$ cat src/rtl/esp32_prog_pkg.sv
// Shared definitions for the ESP32 programming sequencer: mode codes, hold FSM
// states and the DTR/RTS to EN/GPIO0 decode used by auto mode.
package esp32_prog_pkg;

    localparam logic [1:0] MODE_AUTO  = 2'd0;
    localparam logic [1:0] MODE_FLASH = 2'd1;
    localparam logic [1:0] MODE_OFF   = 2'd2;
    localparam logic [1:0] MODE_RUN   = 2'd3;

    typedef enum logic {
        ST_IDLE = 1'b0,
        ST_HOLD = 1'b1
    } hold_state_t;

    // {dtr, rts} -> {en, io0}; both-equal states leave the ESP32 running
    function automatic logic [1:0] decode_ctrl(input logic [1:0] ctrl_in);
        case (ctrl_in)
            2'b10:   return 2'b01;
            2'b01:   return 2'b10;
            default: return 2'b11;
        endcase
    endfunction

endpackage

$ cat src/rtl/esp32_prog_seq_if.sv
// Button readback port: SPI chip select / clock in, shared sd_d[0] pin drive out.
interface esp32_prog_seq_if;

    logic spi_csn;
    logic spi_sck;
    logic sd_d0_out;
    logic sd_d0_oe;

    modport master (output spi_csn, output spi_sck, input sd_d0_out, input sd_d0_oe);
    modport slave  (input spi_csn, input spi_sck, output sd_d0_out, output sd_d0_oe);

endinterface

$ cat src/rtl/esp32_prog_seq_sig_filter.sv
// Synchroniser chain followed by a stability filter; the output only follows the
// synced input after it has differed for C_filter consecutive cycles.
module sig_filter #(
    parameter int C_sync_stages = 2,
    parameter int C_filter      = 8
) (
    input  logic clk,
    input  logic reset,
    input  logic din,
    output logic dout
);

    localparam logic [7:0] CNT_LOAD = 8'(C_filter - 1);

    logic [C_sync_stages-1:0] sync;
    logic [7:0]               cnt;

    always_ff @(posedge clk) begin
        if (reset) begin
            sync <= '1;
            cnt  <= CNT_LOAD;
            dout <= 1'b1;
        end else begin
            sync <= {sync[C_sync_stages-2:0], din};
            if (sync[C_sync_stages-1] == dout) begin
                cnt <= CNT_LOAD;
            end else if (cnt == 8'd0) begin
                dout <= sync[C_sync_stages-1];
                cnt  <= CNT_LOAD;
            end else begin
                cnt <= cnt - 8'd1;
            end
        end
    end

endmodule

$ cat src/rtl/esp32_prog_seq.sv
// ESP32 programming sequencer: filtered DTR/RTS decode into EN/GPIO0, a
// restartable programming-hold timer and oversampled SPI button readback.
module esp32_prog_seq
    import esp32_prog_pkg::*;
#(
    parameter int C_sync_stages  = 2,
    parameter int C_filter       = 8,
    parameter int C_release_bits = 17,
    parameter int C_btn_bits     = 7,
    parameter int C_spi_bits     = 8
) (
    input  logic                  clk_25mhz,
    input  logic                  reset,
    input  logic                  ftdi_ndtr,
    input  logic                  ftdi_nrts,
    input  logic [1:0]            mode,
    input  logic [C_btn_bits-1:0] btn,
    esp32_prog_seq_if.slave       spi,
    output logic                  wifi_en,
    output logic                  wifi_gpio0,
    output logic                  prog_active,
    output logic [7:0]            prog_count
);

    // state | meaning
    // IDLE  | no programming session, hold timer stopped
    // HOLD  | programming session open, timer runs down to release
    localparam logic [C_release_bits-1:0] HOLD_LOAD = '1;

    logic                      dtr_f, rts_f, csn_s, sck_s, sck_d;
    logic [C_btn_bits-1:0]     btn_s;
    logic [C_spi_bits-1:0]     shreg;
    logic [1:0]                in_prev, ctrl;
    hold_state_t               state, state_nxt;
    logic [C_release_bits-1:0] hold_cnt, hold_cnt_nxt;
    logic [7:0]                prog_count_nxt;
    logic                      trigger, en_nxt, io0_nxt, sd_out_nxt, sd_oe_nxt;

    sig_filter #(.C_sync_stages(C_sync_stages), .C_filter(C_filter)) u_dtr (
        .clk(clk_25mhz), .reset(reset), .din(ftdi_ndtr), .dout(dtr_f));
    sig_filter #(.C_sync_stages(C_sync_stages), .C_filter(C_filter)) u_rts (
        .clk(clk_25mhz), .reset(reset), .din(ftdi_nrts), .dout(rts_f));
    sig_filter #(.C_sync_stages(C_sync_stages), .C_filter(1)) u_csn (
        .clk(clk_25mhz), .reset(reset), .din(spi.spi_csn), .dout(csn_s));
    sig_filter #(.C_sync_stages(C_sync_stages), .C_filter(1)) u_sck (
        .clk(clk_25mhz), .reset(reset), .din(spi.spi_sck), .dout(sck_s));

    for (genvar i = 0; i < C_btn_bits; i++) begin : g_btn
        sig_filter #(.C_sync_stages(C_sync_stages), .C_filter(1)) u_btn (
            .clk(clk_25mhz), .reset(reset), .din(btn[i]), .dout(btn_s[i]));
    end

    assign prog_active = (state == ST_HOLD);

    always_ff @(posedge clk_25mhz) begin
        if (reset) begin
            state         <= ST_IDLE;
            hold_cnt      <= '0;
            prog_count    <= '0;
            in_prev       <= 2'b11;
            sck_d         <= 1'b1;
            shreg         <= '0;
            wifi_en       <= 1'b1;
            wifi_gpio0    <= 1'b1;
            spi.sd_d0_out <= 1'b1;
            spi.sd_d0_oe  <= 1'b0;
        end else begin
            state         <= state_nxt;
            hold_cnt      <= hold_cnt_nxt;
            prog_count    <= prog_count_nxt;
            in_prev       <= {dtr_f, rts_f};
            sck_d         <= sck_s;
            // Deselect keeps reloading, so a CSn rise beats a coincident SCK rise
            if (csn_s) begin
                shreg <= C_spi_bits'(btn_s);
            end else if (sck_s && !sck_d) begin
                shreg <= {shreg[C_spi_bits-2:0], 1'b0};
            end
            wifi_en       <= en_nxt;
            wifi_gpio0    <= io0_nxt;
            spi.sd_d0_out <= sd_out_nxt;
            spi.sd_d0_oe  <= sd_oe_nxt;
        end
    end

    always_comb begin
        state_nxt      = state;
        hold_cnt_nxt   = hold_cnt;
        prog_count_nxt = prog_count;
        ctrl           = 2'b11;
        sd_oe_nxt      = 1'b0;
        sd_out_nxt     = 1'b1;
        // 11 -> 10 edge on the filtered lines opens (or restarts) a session
        trigger = (mode == MODE_AUTO) && (in_prev == 2'b11) && ({dtr_f, rts_f} == 2'b10);

        if (trigger) begin
            state_nxt    = ST_HOLD;
            hold_cnt_nxt = HOLD_LOAD;
            if (prog_count != 8'hFF) prog_count_nxt = prog_count + 8'd1;
        end else if (state == ST_HOLD) begin
            if (hold_cnt == '0) state_nxt = ST_IDLE;
            else                hold_cnt_nxt = hold_cnt - C_release_bits'(1);
        end

        case (mode)
            MODE_AUTO:  ctrl = decode_ctrl({dtr_f, rts_f});
            MODE_FLASH: ctrl = {rts_f, dtr_f};
            MODE_OFF:   ctrl = 2'b01;
            default:    ctrl = 2'b11;
        endcase
        en_nxt  = ctrl[1];
        io0_nxt = ctrl[0] & btn_s[0];

        if (prog_active) begin
            sd_oe_nxt  = 1'b1;
            sd_out_nxt = wifi_gpio0;
        end else if (!csn_s) begin
            sd_oe_nxt  = 1'b1;
            sd_out_nxt = shreg[C_spi_bits-1];
        end
    end

endmodule

$ cat src/flat_wrapper.sv
// flat-port wrapper written by rule: the top's interface ports become plain ports
module esp32_prog_seq_flat import esp32_prog_pkg::*;
#(
    parameter int C_sync_stages  = 2,
    parameter int C_filter       = 8,
    parameter int C_release_bits = 17,
    parameter int C_btn_bits     = 7,
    parameter int C_spi_bits     = 8
)
  (clk_25mhz, reset, ftdi_ndtr, ftdi_nrts, mode, btn, wifi_en, wifi_gpio0, prog_active, prog_count, spi_spi_csn, spi_spi_sck, spi_sd_d0_out, spi_sd_d0_oe);
  esp32_prog_seq_if spi_i ();
  input  logic clk_25mhz;
  input  logic reset;
  input  logic ftdi_ndtr;
  input  logic ftdi_nrts;
  input  logic [1:0] mode;
  input  logic [C_btn_bits-1:0] btn;
  output logic wifi_en;
  output logic wifi_gpio0;
  output logic prog_active;
  output logic [7:0] prog_count;
  input wire logic [$bits(spi_i.spi_csn)-1:0] spi_spi_csn;
  input wire logic [$bits(spi_i.spi_sck)-1:0] spi_spi_sck;
  output wire logic [$bits(spi_i.sd_d0_out)-1:0] spi_sd_d0_out;
  output wire logic [$bits(spi_i.sd_d0_oe)-1:0] spi_sd_d0_oe;
  assign spi_i.spi_csn = spi_spi_csn;
  assign spi_i.spi_sck = spi_spi_sck;
  assign spi_sd_d0_out = spi_i.sd_d0_out;
  assign spi_sd_d0_oe = spi_i.sd_d0_oe;
  esp32_prog_seq #(.C_sync_stages(C_sync_stages), .C_filter(C_filter), .C_release_bits(C_release_bits), .C_btn_bits(C_btn_bits), .C_spi_bits(C_spi_bits)) u_core (.clk_25mhz(clk_25mhz), .reset(reset), .ftdi_ndtr(ftdi_ndtr), .ftdi_nrts(ftdi_nrts), .mode(mode), .btn(btn), .spi(spi_i), .wifi_en(wifi_en), .wifi_gpio0(wifi_gpio0), .prog_active(prog_active), .prog_count(prog_count));
endmodule
$ cat config.mk
export PLATFORM = sky130hd
export DESIGN_NAME = esp32_prog_seq_flat
export DESIGN_NICKNAME = d
export VERILOG_FILES = /design/src/rtl/esp32_prog_pkg.sv /design/src/rtl/esp32_prog_seq_if.sv /design/src/rtl/esp32_prog_seq_sig_filter.sv /design/src/rtl/esp32_prog_seq.sv /design/src/flat_wrapper.sv
export SDC_FILE = /design/constraint.sdc
export NUM_CORES = 1
export LEC_CHECK = 0
export ABC_AREA = 0
export CORE_ASPECT_RATIO = 0.9
export CORE_UTILIZATION = 56
export DETAILED_ROUTE_END_ITERATION = 10
export GPL_ROUTABILITY_DRIVEN = 1
export PLACE_DENSITY = 0.74
export SLEW_MARGIN = 20
export SYNTH_ARGS = -nofsm -noshare
export SYNTH_HDL_FRONTEND = slang
export SYNTH_SLANG_ARGS = --single-unit
$ cat constraint.sdc
create_clock -name clk_25mhz -period 2.7 [get_ports clk_25mhz]
set_input_delay 0.54 -clock clk_25mhz [delete_from_list [all_inputs] [get_ports clk_25mhz]]
set_output_delay 0.54 -clock clk_25mhz [all_outputs]
set_load 0.005 [all_outputs]
Word level (Yosys, flattened, before mapping)

Index checks and enable logic that the tools add are counted.

Bits in writable memories: 0
Memories: 0
Bits in read-only memories: 0
Word-level logic and storage cells: 145
Register bits: 162
Bits in latches: 0

Order comparisons: 0
$mul: 0
Bitwise gates (word level): 12
$add $sub $neg: 13
Divide/modulo/power cells: 0
Shift-type cells: 0
Multiplexer cells: 14
Equal/unequal tests: 18
Reductions and logical operators: 44

Operator list:

| kind                    | count |
|---|---|
| $logic_not A8 Y1        | 11 |
| $sub A8 B1 Y8 const B   | 11 |
| $mux W17                | 3 |
| $reduce_or A3 Y1        | 11 |
| $reduce_and A2 Y1       | 13 |
| $logic_not A17 Y1       | 1 |
| $sub A17 B1 Y17 const B | 1 |
| $mux W7                 | 2 |
| $eq A1 B1 Y1            | 11 |
| $not A1 Y1              | 11 |
| $add A8 B1 Y8 const B   | 1 |
| $ne A8 B8 Y1 const B    | 1 |
| $mux W1                 | 7 |
| $eq A2 B2 Y1 const B    | 3 |
| $pmux W2 S3             | 1 |
| $eq A2 B1 Y1 const B    | 2 |
| $pmux W2 S2             | 1 |
| $reduce_bool A2 Y1      | 2 |
| $logic_and A1 B1 Y1     | 3 |
| $logic_not A2 Y1        | 1 |
| $ne A2 B1 Y1 const B    | 1 |
| $reduce_or A2 Y1        | 1 |
| $and A1 B1 Y1           | 1 |
| $logic_not A1 Y1        | 1 |

Depth between registers and ports, before layout

Depth in word-level cells: 5
Depth in mapped cells: 7
Depth with buffers taken out: 6

By module

Synthesis repeated with hierarchy kept, for this count alone.

Cell total of the unflattened synthesis: 772
Area, all modules: 7123.1 sq um

By module, submodules not included:

| module                                 | area an instance (sq um) | cells each | times used |
|---|---|---|---|
| sig_filter (u_core.g_btn[0].u_btn ...) | 465.4                    | 50         | 8 |
| esp32_prog_seq                         | 1984.4                   | 220        | 1 |
| sig_filter (u_core.u_dtr ...)          | 475.5                    | 51         | 2 |
| sig_filter (u_core.u_sck)              | 464.2                    | 50         | 1 |

Worst setup path before layout

No wires, ideal clock.

Kind: register to register
Start: register u_core.hold_cnt[1]
End: register u_core.hold_cnt[1]
Setup time: 88 ps
Path slack: 524 ps
Arrival: 2088 ps
Clock period less this slack: 2176 ps
Data required time: 2612 ps
Cell stages (with the launch flop): 7
Path buffers: 0
Path through: dfxtp_1 inv_1 ha_1 nor3b_1 or4b_4 o2111a_1 a311oi_2

Word-level cells in the longest chain between the ends: 4

RTL lines:

| item                     | RTL line              | source |
|---|---|---|
| start: declaration       | esp32_prog_seq.sv:35  | `logic [C_release_bits-1:0] hold_cnt, hold_cnt_nxt;` |
| start signal: assignment | esp32_prog_seq.sv:69  | `hold_cnt <= hold_cnt_nxt;` |
| $sub A17 B1 Y17          | esp32_prog_seq.sv:102 | `else hold_cnt_nxt = hold_cnt - C_release_bits'(1);` |
| $mux W17                 | esp32_prog_seq.sv:101 | `if (hold_cnt == '0) state_nxt = ST_IDLE;` |
| $mux W17                 | esp32_prog_seq.sv:100 | `end else if (state == ST_HOLD) begin` |
| $mux W17                 | esp32_prog_seq.sv:96  | `if (trigger) begin` |

Several ways; a longest one is shown, not always the timed one. The select of a mux whose other input is x is not followed.
A chain may end at the register's enable or synchronous reset.

Worst setup path in the final report

Start: register u_core.hold_cnt[12]
End: register u_core.hold_cnt[2]

Word-level cells in the longest chain between the ends: 3

RTL lines:

| item                               | RTL line |
|---|---|
| $logic_not A17 Y1                  | esp32_prog_seq.sv:101 |
| $ne A2 B1 Y1 (no source line)      | n/a |
| $reduce_and A2 Y1 (no source line) | n/a |

No other way between the ends.

==> results.txt <==
The worst clock skew on the final layout came out at 0.00527 ns. The share of the synthesized netlist area taken by xor and xnor gates is 0.0897. The design draws 5.14 mW.

The wire length per cell is 12.8 um. The post-CTS setup-driven buffer insertion count came out at 0. The count of cells in the finished layout, fillers not included, comes to 940. Of the total synthesized cell area, the portion taken by full adders, half adders and majority gates is 0.0390. The clock root buffer is sky130_fd_sc_hd__clkbuf_16. The number of DRC violations after detailed routing is 0. The net count after synthesis came out at 771. The fmax came out at 0.447 GHz. The count of placed standard cells including taps is 908. Together, buffers and inverters on the worst path number 0. For this run, the leading register cell type out of synthesis is sky130_fd_sc_hd__dfxtp_1. Summed over all layers, the global routing overflow is 0.

The overall die area came out at 12500 um^2. The clock net sink count is 162. The mean number of vias per cell came out at 5.33. The arrival time reported for the critical path endpoint is 2.53 ns. The path class of the tightest hold or removal check is register to register. The die boundary width is 118 um. By area, the combinational part of the netlist is dominated by simple AND/OR/NAND/NOR gates. The critical path is of the register to register type. The maximum fanout encountered on the critical timing path came out at 10. The post-synthesis instance total is 735. On the critical path, the stage with the largest delay is an instance of sky130_fd_sc_hd__or4_4. The count of nets after finishing is 807. The warning count from the yosys run is 0. The final number of max-transition violations came out at 0. The number of hold buffers added after CTS came out at 0. In this run the count of I/O pins placed on the die edge is 28. The layout cell share with drive strength beyond 1 came out at 0.105. The sequential cell area came out at 3240 um^2. The required time of the critical path is 2.99 ns. The overall via count from detail_route came out at 5007.

The worst hold slack came out at 0.406 ns. The number of port buffers is 27. The final critical-path setup slack is 0.460 ns. The register area share after synthesis came out at 0.481. The number of cells upsized or downsized after cts is 0. Setup repair after global routing left no endpoint under its margin. The final cycle utilization of the critical path is 0.829. The peak supply drop came out at 0.000513 V. The mean area per synthesized cell is 9.17 um^2. Grouping stages by cell kind, the critical path spends the most delay in simple AND/OR/NAND/NOR gates. Row generation in the floorplan step produced 37 rows. In the global route stage, overall resource usage came out at 0.208. The post-synthesis share of cell area spent on and, or, nand and nor gates came out at 0.251.

The floorplan step set the die height to 106 um. The standby leakage power came out at 3.42 nW. The number of enable-type register cells in the synthesized netlist is 0. Counting flops and latches in the post-synthesis netlist gives 162.

The detailed-placement wirelength estimate is 8390 um. The critical path goes through or4_4, nor4b_4, a2111oi_0, a2111oi_0. The flow ran to the end, and the final reports show no timing, DRC or antenna violations.

The area occupied by multi-input gates is 3310 um^2. The CTS buffer count came out at 17. The post-synthesis to final-layout area growth is 16.5%. The initial antenna violation count is 0. The remaining max-slew budget at the tightest pin came out at 0.598. STA classifies the critical path startpoint as a register. The final routed wirelength across all metal layers came out at 12000 um. The transition time at the pin with the least slew margin came out at 0.602 ns. The final number of setup-violating endpoints came out at 0. Yosys attributes the largest share of cell area to sky130_fd_sc_hd__dfxtp_1 48%, sky130_fd_sc_hd__nor2_1 7.6%, sky130_fd_sc_hd__xnor2_1 4.9%.

The first global-routing pass estimated 21200 um of wire. The count of nets left with antenna violations after detail routing came out at 0. The repair_antennas step left the layout with diodes totalling 0. The total area inside the core boundary comes to 11600 um^2.

The power density normalized to cell area came out at 654 nW/um^2. Fill cells in the final layout number 907. The H-tree depth came out at 4.

The post-synthesis instance area is 6740 um^2. The max-cap violation count is 0. The initial core utilization is 0.582. The clock network latency to the later pin of the worst-skew pair came out at 0.42 ns.

The mux contribution to synthesized area is 0.0325. The time the final worst path needs with I/O delays and setup is 2.24 ns. Prior to clock tree synthesis, the placed netlist has a worst setup slack of 0.191 ns.

TritonCTS built the clock tree. The detailed router finished its first iteration with 300 violations. The first-pass detailed-route iteration total came out at 5. The clock transition at the registers of the reported paths is 0.06 ns. The via count of the first global-routing pass is 4922. The library cell occupying the most area in the post-synthesis netlist is sky130_fd_sc_hd__dfxtp_1. The maximum count of clock buffers along a single path came out at 2. The share of the synthesized area in compound gates (AO/OA/AOI/OAI) came to 0.0787. Synthesis instantiated 49 different standard cells from the library.

For this run, the slowest stage of the critical path takes 0.60 ns. The fraction of registers with async set or reset after synthesis came out at 0. STA classifies the critical path endpoint as a register. The number of hold-slack violations in the final timing report is 0. The area fraction of the dominant cell type after synthesis is 0.481. The pin count of the biggest net entering global routing is 34. The sum of negative setup slack is 0 ns. The final weighted congestion in routability-driven placement came out at 0.810. By instance count, the cell type seen most on the critical path is sky130_fd_sc_hd__a2111oi_0.
-- cell families (layout without fill, tap and decap cells) --
family	Yosys count	after routing
AOI/OAI and AO/OA	77	77
xor gates and xnor gates	69	69
adders and majority gates	21	21
buffers and inverters	48	97
DFF	162	162
muxes	21	21
and+or+nand+nor	337	337
-- synth_stat cells (all sizes together) (5+ instances only) --
cell,number
a2111oi,5
a211o,5
a211oi,5
a21oi,24
a31oi,7
clkbuf,16
dfxtp,162
ha,21
inv,28
mux2,7
mux2i,14
nand2,44
nand2b,15
nand3,17
nand3b,5
nand4b,5
nor2,137
nor2b,6
nor3,30
nor4,10
o21ai,6
o31ai,12
or2,28
or3,9
or4,17
xnor2,38
xor2,31
-- worst register-to-register path: cells and delay by family (launching register included) --
family          cells  cell delay (ns)
simple gates        2             1.13
compound gates      2             0.63
flops               1             0.36
-- state kept, by name, summed over array words and instances, names as in the netlist, 2 cells and up --
name	cells
u_core.u_rts.cnt	8
u_core.g_btn.u_btn.dout	7
u_core.in_prev	2
u_core.shreg	8
u_core.hold_cnt	17
u_core.g_btn.u_btn.sync	14
u_core.g_btn.u_btn.cnt	56
u_core.u_csn.sync	2
u_core.u_rts.sync	2
u_core.u_dtr.sync	2
u_core.u_csn.cnt	8
u_core.u_sck.cnt	8
u_core.u_sck.sync	2
u_core.prog_count	8
u_core.u_dtr.cnt	8
-- placed cells by master, fill, tap and decap left out, types with 3 or more instances in the layout --
cell and n:
sky130_fd_sc_hd__dfxtp_1 162, sky130_fd_sc_hd__nor2_1 137, sky130_fd_sc_hd__nand2_1 44, sky130_fd_sc_hd__xnor2_1 38, sky130_fd_sc_hd__xor2_1 31, sky130_fd_sc_hd__nor3_1 30, sky130_fd_sc_hd__inv_1 28, sky130_fd_sc_hd__or2_2 27
sky130_fd_sc_hd__clkdlybuf4s50_1 26, sky130_fd_sc_hd__a21oi_1 24, sky130_fd_sc_hd__ha_1 21, sky130_fd_sc_hd__nand3_1 17, sky130_fd_sc_hd__clkbuf_16 17, sky130_fd_sc_hd__or4_1 15, sky130_fd_sc_hd__nand2b_1 15, sky130_fd_sc_hd__mux2i_1 14
sky130_fd_sc_hd__o31ai_1 12, sky130_fd_sc_hd__nor4_1 10, sky130_fd_sc_hd__buf_4 10, sky130_fd_sc_hd__or3_1 9, sky130_fd_sc_hd__a31oi_1 7, sky130_fd_sc_hd__mux2_2 7, sky130_fd_sc_hd__nor2b_1 6, sky130_fd_sc_hd__clkbuf_8 6
sky130_fd_sc_hd__nand4b_1 5, sky130_fd_sc_hd__o21ai_0 5, sky130_fd_sc_hd__a211o_1 5, sky130_fd_sc_hd__nand3b_1 5, sky130_fd_sc_hd__a211oi_1 5, sky130_fd_sc_hd__nand4_1 4, sky130_fd_sc_hd__a2111oi_0 4, sky130_fd_sc_hd__bufinv_16 4
sky130_fd_sc_hd__and4b_1 3, sky130_fd_sc_hd__o41ai_1 3, sky130_fd_sc_hd__a21o_1 3
-- through the flow --
step / instance area [um^2] / util
floorplan: 6740 / -
global placement: 7190 / 0.622
detailed placement: 7190 / 0.622
CTS: 7850 / 0.678
global route: 7850 / 0.678
finish: 7850 / 0.678
-- cell type report --
type	instances	area share
flip-flops and latches	162	0.413
clock inverters	8	0.0186
well taps	156	0.0249
inverters	28	0.0134
clock buffers	24	0.0652
repair buffers	37	0.0433
multi-input cells	525	0.422
-- per-layer routing --
layer | vias to the layer above | part of all wire | routed length [um] | track usage
met5 | - | 0 | 0 | 0
met4 | 0 | 0.014 | 165 | 0.0760
met3 | 17 | 0.032 | 379 | 0.0585
met2 | 55 | 0.49 | 5850 | 0.363
met1 | 2357 | 0.47 | 5620 | 0.244
li1 | 2578 | - | - | -
-- where the power goes --
group | internal, mW | leakage [nW] | switching (mW) | total (mW)
Sequential | 2.42 | 1.31 | 0.0165 | 2.44
Combinational | 0.0563 | 1.79 | 0.0402 | 0.0965
Clock | 1.69 | 0.322 | 0.911 | 2.60
Total | 4.17 | 3.42 | 0.967 | 5.14
-- worst paths after layout --
kind                                 start                            end  slack, ns  depth (start not counted)
max                    u_core.hold_cnt[12]             u_core.hold_cnt[2]       0.46                          4
min          u_core.g_btn[5].u_btn.sync[0]  u_core.g_btn[5].u_btn.sync[1]       0.41                          1
max reg2reg            u_core.hold_cnt[12]             u_core.hold_cnt[2]       0.46                          4
min reg2reg  u_core.g_btn[5].u_btn.sync[0]  u_core.g_btn[5].u_btn.sync[1]       0.41                          1
(Power assumes the default switching activity.)
==> edit 1, RTL diff (same settings) <==
Remove the register `wifi_en`: a continuous assignment takes its place, so the output `wifi_en` follows one clock earlier.
--- a/src/rtl/esp32_prog_seq.sv
+++ b/src/rtl/esp32_prog_seq.sv
@@ -62,3 +62,2 @@
             shreg         <= '0;
-            wifi_en       <= 1'b1;
             wifi_gpio0    <= 1'b1;
@@ -78,3 +77,2 @@
             end
-            wifi_en       <= en_nxt;
             wifi_gpio0    <= io0_nxt;
@@ -84,2 +82,4 @@
     end
+
+    assign wifi_en = en_nxt;
 
Check against the original RTL: not equivalent (Yosys sat finds a counterexample within 4 cycles, from zero or initial values and one cycle with reset high).
==> edit 1 against the original RTL <==
- highest routed layer unchanged
- synthesized cell count shrank 3.7%
- die area decreased by 1.8%
- power fell by 0.26%
- design area decreased by 2.7%
- sequential cell count is 1 lower
- via count down 7.9%
- non-clock buffer count down 8
- register-to-register slack better by 0.13 ns
- fmax shrank 3.5%
- wire length fell by 10%
- critical path type is now in2out
- sequential share of layout area is 0.88 points higher
- worst setup slack got worse by 0.081 ns
- synthesized area down 1.9%
==> edit 1: results (changes against the original RTL) <==
status:
  status: "finished, final reports clean"  # unchanged
placed_design:
  hpwl_um: 7300  # was 8390 um
  routabilityCongestion: 0.774  # was 0.810
logic_synthesis:
  synthTopCellsByCount: "dfxtp_1 (161), nor2_1 (127), xnor2_1 (73)"  # was dfxtp_1 (162), nor2_1 (137), nand2_1 (44)
  synth-xor-area-share: 0.125  # was 0.0897
  yosysSeqAreaShare: 0.488  # was 0.481
  synth_compound_area_frac: 0.0466  # was 0.0787
  synthMuxAreaShare: 0.0168  # was 0.0325
  yosysUniqueCellTypes: 45  # was 49
  yosys.area_share.adder: 0.0435  # was 0.0390
  syn_inst: 708  # was 735
global_route:
  grtUsageTotal: 0.194  # was 0.208
  grt_max_degree: 58  # was 34
finish:
  finalNetCount: 771  # was 807
power_and_ir_drop:
  p_leak_nw: 3.17  # was 3.42 nW
  p_sw_frac: 0.187  # was 0.188
  powerClk_mw: 2.61  # was 2.60 mW
setup_path:
  critical_path_arrival_ns: 1.78  # was 2.53 ns
  rr_endpoint: "u_core.hold_cnt[1]$_SDFFE_PP0P_"  # was u_core.hold_cnt[2]$_SDFFE_PP0P_
  r2r_setup_slack_ns: 0.59  # was 0.46 ns
  r2r.worst_path.cells: 7  # was 4
  crit_family: "buffers and inverters"  # was simple AND/OR/NAND/NOR gates
sta:
  max_slew_margin: 0.422  # was 0.598
  finClkSkew_ns: 0.00703  # was 0.00527 ns
routing:
  routed_wl_um: 10800  # was 12000 um
## edit 1: cell count changes after synthesis, moves of 6 or more
cell | unedited run | this run
xnor2_1 | 38 | 73
nor3_1 | 30 | 48
or4_1 | 15 | 1
nand2_1 | 44 | 31
or3_1 | 9 | 22
o31ai_1 | 12 | 1
nor2_1 | 137 | 127
xor2_1 | 31 | 21
nand3_1 | 17 | 9
mux2_2 | 7 | 1
nand2b_1 | 15 | 9
## edit 1: final cells by class
class                           count  area (um^2)
Tap cell                          156          195
Sequential cell                   161         3220
Inverter                           28          105
Fill cell                         940         3840
Clock buffer                       22          474
Timing Repair Buffer               29          280
Clock inverter                      9          179
Multi-Input combinational cell    496         3180
## edit 1: logic make-up after synthesis
family,count (synthesis)
DFF,161
and+or+nand+nor,318
AOI/OAI and AO/OA,50
adders and majority gates,23
xor gates and xnor gates,94
buffers and inverters,51
muxes,11
## edit 1: through the flow
stage          hold slack [ns]  utilization  setup WS, ns
2_1_floorplan            0.389            -         0.854
3_3_place_gp             0.392        0.609         0.402
3_5_place_dp             0.392        0.609         0.308
4_1_cts                  0.406        0.666         0.366
5_1_grt                  0.417        0.666         0.313
6_report                 0.407        0.666         0.379
## edit 1: routing by layer
metal | GRT usage | share of wire | vias up | wire length [um]
li1 | - | - | 2390 | -
met1 | 0.245 | 0.49 | 2169 | 5270
met2 | 0.310 | 0.47 | 38 | 5080
met3 | 0.0592 | 0.027 | 12 | 286
met4 | 0.0714 | 0.012 | 0 | 129
met5 | 0 | 0 | - | 0
==> edit 2, RTL diff (config.mk and constraints unchanged) <==
Without the edit above. `C_release_bits` is set to 17 in 2 places; all go to 19.
--- a/src/rtl/esp32_prog_seq.sv
+++ b/src/rtl/esp32_prog_seq.sv
@@ -7,3 +7,3 @@
     parameter int C_filter       = 8,
-    parameter int C_release_bits = 17,
+    parameter int C_release_bits = 19,
     parameter int C_btn_bits     = 7,
--- a/src/flat_wrapper.sv
+++ b/src/flat_wrapper.sv
@@ -5,3 +5,3 @@
     parameter int C_filter       = 8,
-    parameter int C_release_bits = 17,
+    parameter int C_release_bits = 19,
     parameter int C_btn_bits     = 7,
Formal check against the unedited RTL: same outputs for any inputs over 10 cycles, from zero or initial values and one cycle with reset high; that may be too few to reach the edited logic, so the function may still have changed.
==> edit 2 against the original RTL <==
- design area shrank 0.80%
- sequential cell count grew 2
- fmax shrank 11%
- die area grew 0.81%
- sequential share of layout area grew 0.85 points
- power shrank 4.6%
- non-clock buffer count shrank 4
- clock power shrank 10%
- wire length grew 8.6%
- synthesized area grew 0.82%
- via count grew 2.8%
- worst setup slack lost 0.27 ns
- critical path type unchanged
==> edit 2: results (changes against the original RTL) <==
global_route:
  grt_util_met1: 0.271  # was 0.244
  grt_pass1_wl_um: 22900  # was 21200 um
  grtUsageTotal: 0.226  # was 0.208
  grt_util_met3: 0.0488  # was 0.0585
  grt_max_degree: 58  # was 34
  use_met2: 0.395  # was 0.363
  grt_pass1_vias: 5047  # was 4922
  antenna_found_initial: 0  # unchanged
routing:
  drtIter0Drc: 296  # was 300
  wire_per_inst_um: 14.0  # was 12.8 um
  drt-pass1-iter-count: 4  # was 5
  detailroute.via_count: 5145  # was 5007
placed_design:
  hpwl_um: 8830  # was 8390 um
  placed_cell_area_um2: 7210  # was 7190 um^2
  dp_cells: 900  # was 908
  pre_cts_ws_ns: 0.238  # was 0.191 ns
  routabilityCongestion: 0.849  # was 0.810
setup_path:
  timing.rr.start: "u_core.hold_cnt[0]$_SDFFE_PP0P_"  # was u_core.hold_cnt[12]$_SDFFE_PP0P_
  cp_max_fo: 8  # was 10
  slowest_delay_ns: 0.53  # was 0.60 ns
  rr_endpoint: "u_core.hold_cnt[0]$_SDFFE_PP0P_"  # was u_core.hold_cnt[2]$_SDFFE_PP0P_
  critical-path-slowest-cell: "or4b_1"  # was or4_4
  r2r.worst_path.cells: 6  # was 4
logic_synthesis:
  yosysSeqAreaShare: 0.483  # was 0.481
  yosysUniqueCellTypes: 48  # was 49
  syn_inst: 737  # was 735
  synth_nets: 774  # was 771
  yosys-top-cells-area: "dfxtp_1 (48%), nor2_1 (6.7%), xnor2_1 (5.4%)"  # was dfxtp_1 (48%), nor2_1 (7.6%), xnor2_1 (4.9%)
  synthTopCellsByCount: "dfxtp_1 (164), nor2_1 (122), nand2_1 (43)"  # was dfxtp_1 (162), nor2_1 (137), nand2_1 (44)
finish:
  nFillCells: 963  # was 907
  drive_gt1_frac: 0.0954  # was 0.105
  finalNetCount: 800  # was 807
  stdcell_count: 932  # was 940
  reg_top3: "u_core.g_btn.u_btn.cnt x56, u_core.hold_cnt x19, u_core.g_btn.u_btn.sync x14"  # was u_core.g_btn.u_btn.cnt x56, u_core.hold_cnt x17, u_core.g_btn.u_btn.sync x14
power_and_ir_drop:
  vdd_drop_max_mv: 0.461  # was 0.513 mV
  p_leak_nw: 3.38  # was 3.42 nW
hold_path:
  hp-start: "u_core.u_rts.sync[0]$_SDFF_PP1_"  # was u_core.g_btn[5].u_btn.sync[0]$_SDFF_PP1_
  worstHoldEndpoint: "u_core.u_rts.sync[1]$_SDFF_PP1_"  # was u_core.g_btn[5].u_btn.sync[1]$_SDFF_PP1_
sta:
  fmax_mhz: 399  # was 447 MHz
  tightestPinTransition_ns: 0.666  # was 0.602 ns
  finClkSkew_ns: 0.00609  # was 0.00527 ns
status:
  status: "finished, final reports clean"  # unchanged
## edit 2: logic make-up after synthesis
kind of cell / share of synthesized area
mux: 0.0381
compound gates: 0.0753
flops: 0.483
xor+xnor: 0.0890
simple gates: 0.241
buf+inv: 0.0324
fa+ha+maj: 0.0405
## edit 2: through the flow
step / hold WS, ns / utilization
5_1_grt: 0.427 / 0.670
3_3_place_gp: 0.391 / 0.621
6_report: 0.409 / 0.670
3_5_place_dp: 0.398 / 0.621
4_1_cts: 0.414 / 0.670
2_1_floorplan: 0.384 / -
## edit 2: cell type report
cell class	count	share of cell area
flip-flops and latches	164	0.421
multi-input cells	515	0.422
clock buffers	21	0.0578
inverters	32	0.0154
repair buffers	33	0.0414
well taps	156	0.0251
clock inverters	11	0.0165
## edit 2: layer usage
layer,part of all wire,wire length [um]
met5,0,0
met4,0.013,170
met3,0.035,451
met2,0.49,6430
met1,0.46,6000
## edit 2: how the worst max path moves through the flow
stage	slack [ns]	start	cells past startpoint	end
after detailed placement	0.24	u_core.hold_cnt[0]$_SDFFE_PP0P_	6	u_core.hold_cnt[0]$_SDFFE_PP0P_
after CTS	0.22	u_core.hold_cnt[0]$_SDFFE_PP0P_	6	u_core.hold_cnt[0]$_SDFFE_PP0P_
after global placement	0.28	mode[1]	5	u_core.hold_cnt[17]$_SDFFE_PP0P_
final	0.19	u_core.hold_cnt[0]$_SDFFE_PP0P_	6	u_core.hold_cnt[0]$_SDFFE_PP0P_
after global routing	0.04	u_core.hold_cnt[0]$_SDFFE_PP0P_	6	u_core.hold_cnt[3]$_SDFFE_PP0P_
after floorplan	0.44	u_core.hold_cnt[0]$_SDFFE_PP0P_	7	u_core.hold_cnt[0]$_SDFFE_PP0P_
## edit 2: power by group
part           internal [mW]  leakage (nW)  switching [mW]
logic                 0.0544          1.79          0.0440
clock network           1.39         0.266           0.949
registers               2.45          1.33          0.0180
total                   3.89          3.38            1.01
## edit 2: critical path: cells and delay by family, from the launching register on
| kind | cells | cell delay, ns |
|---|---|---|
| compound gates | 2 | 0.62 |
| fa+ha+maj | 1 | 0.28 |
| buf+inv | 1 | 0.09 |
| flops | 1 | 0.37 |
| simple gates | 2 | 1.05 |
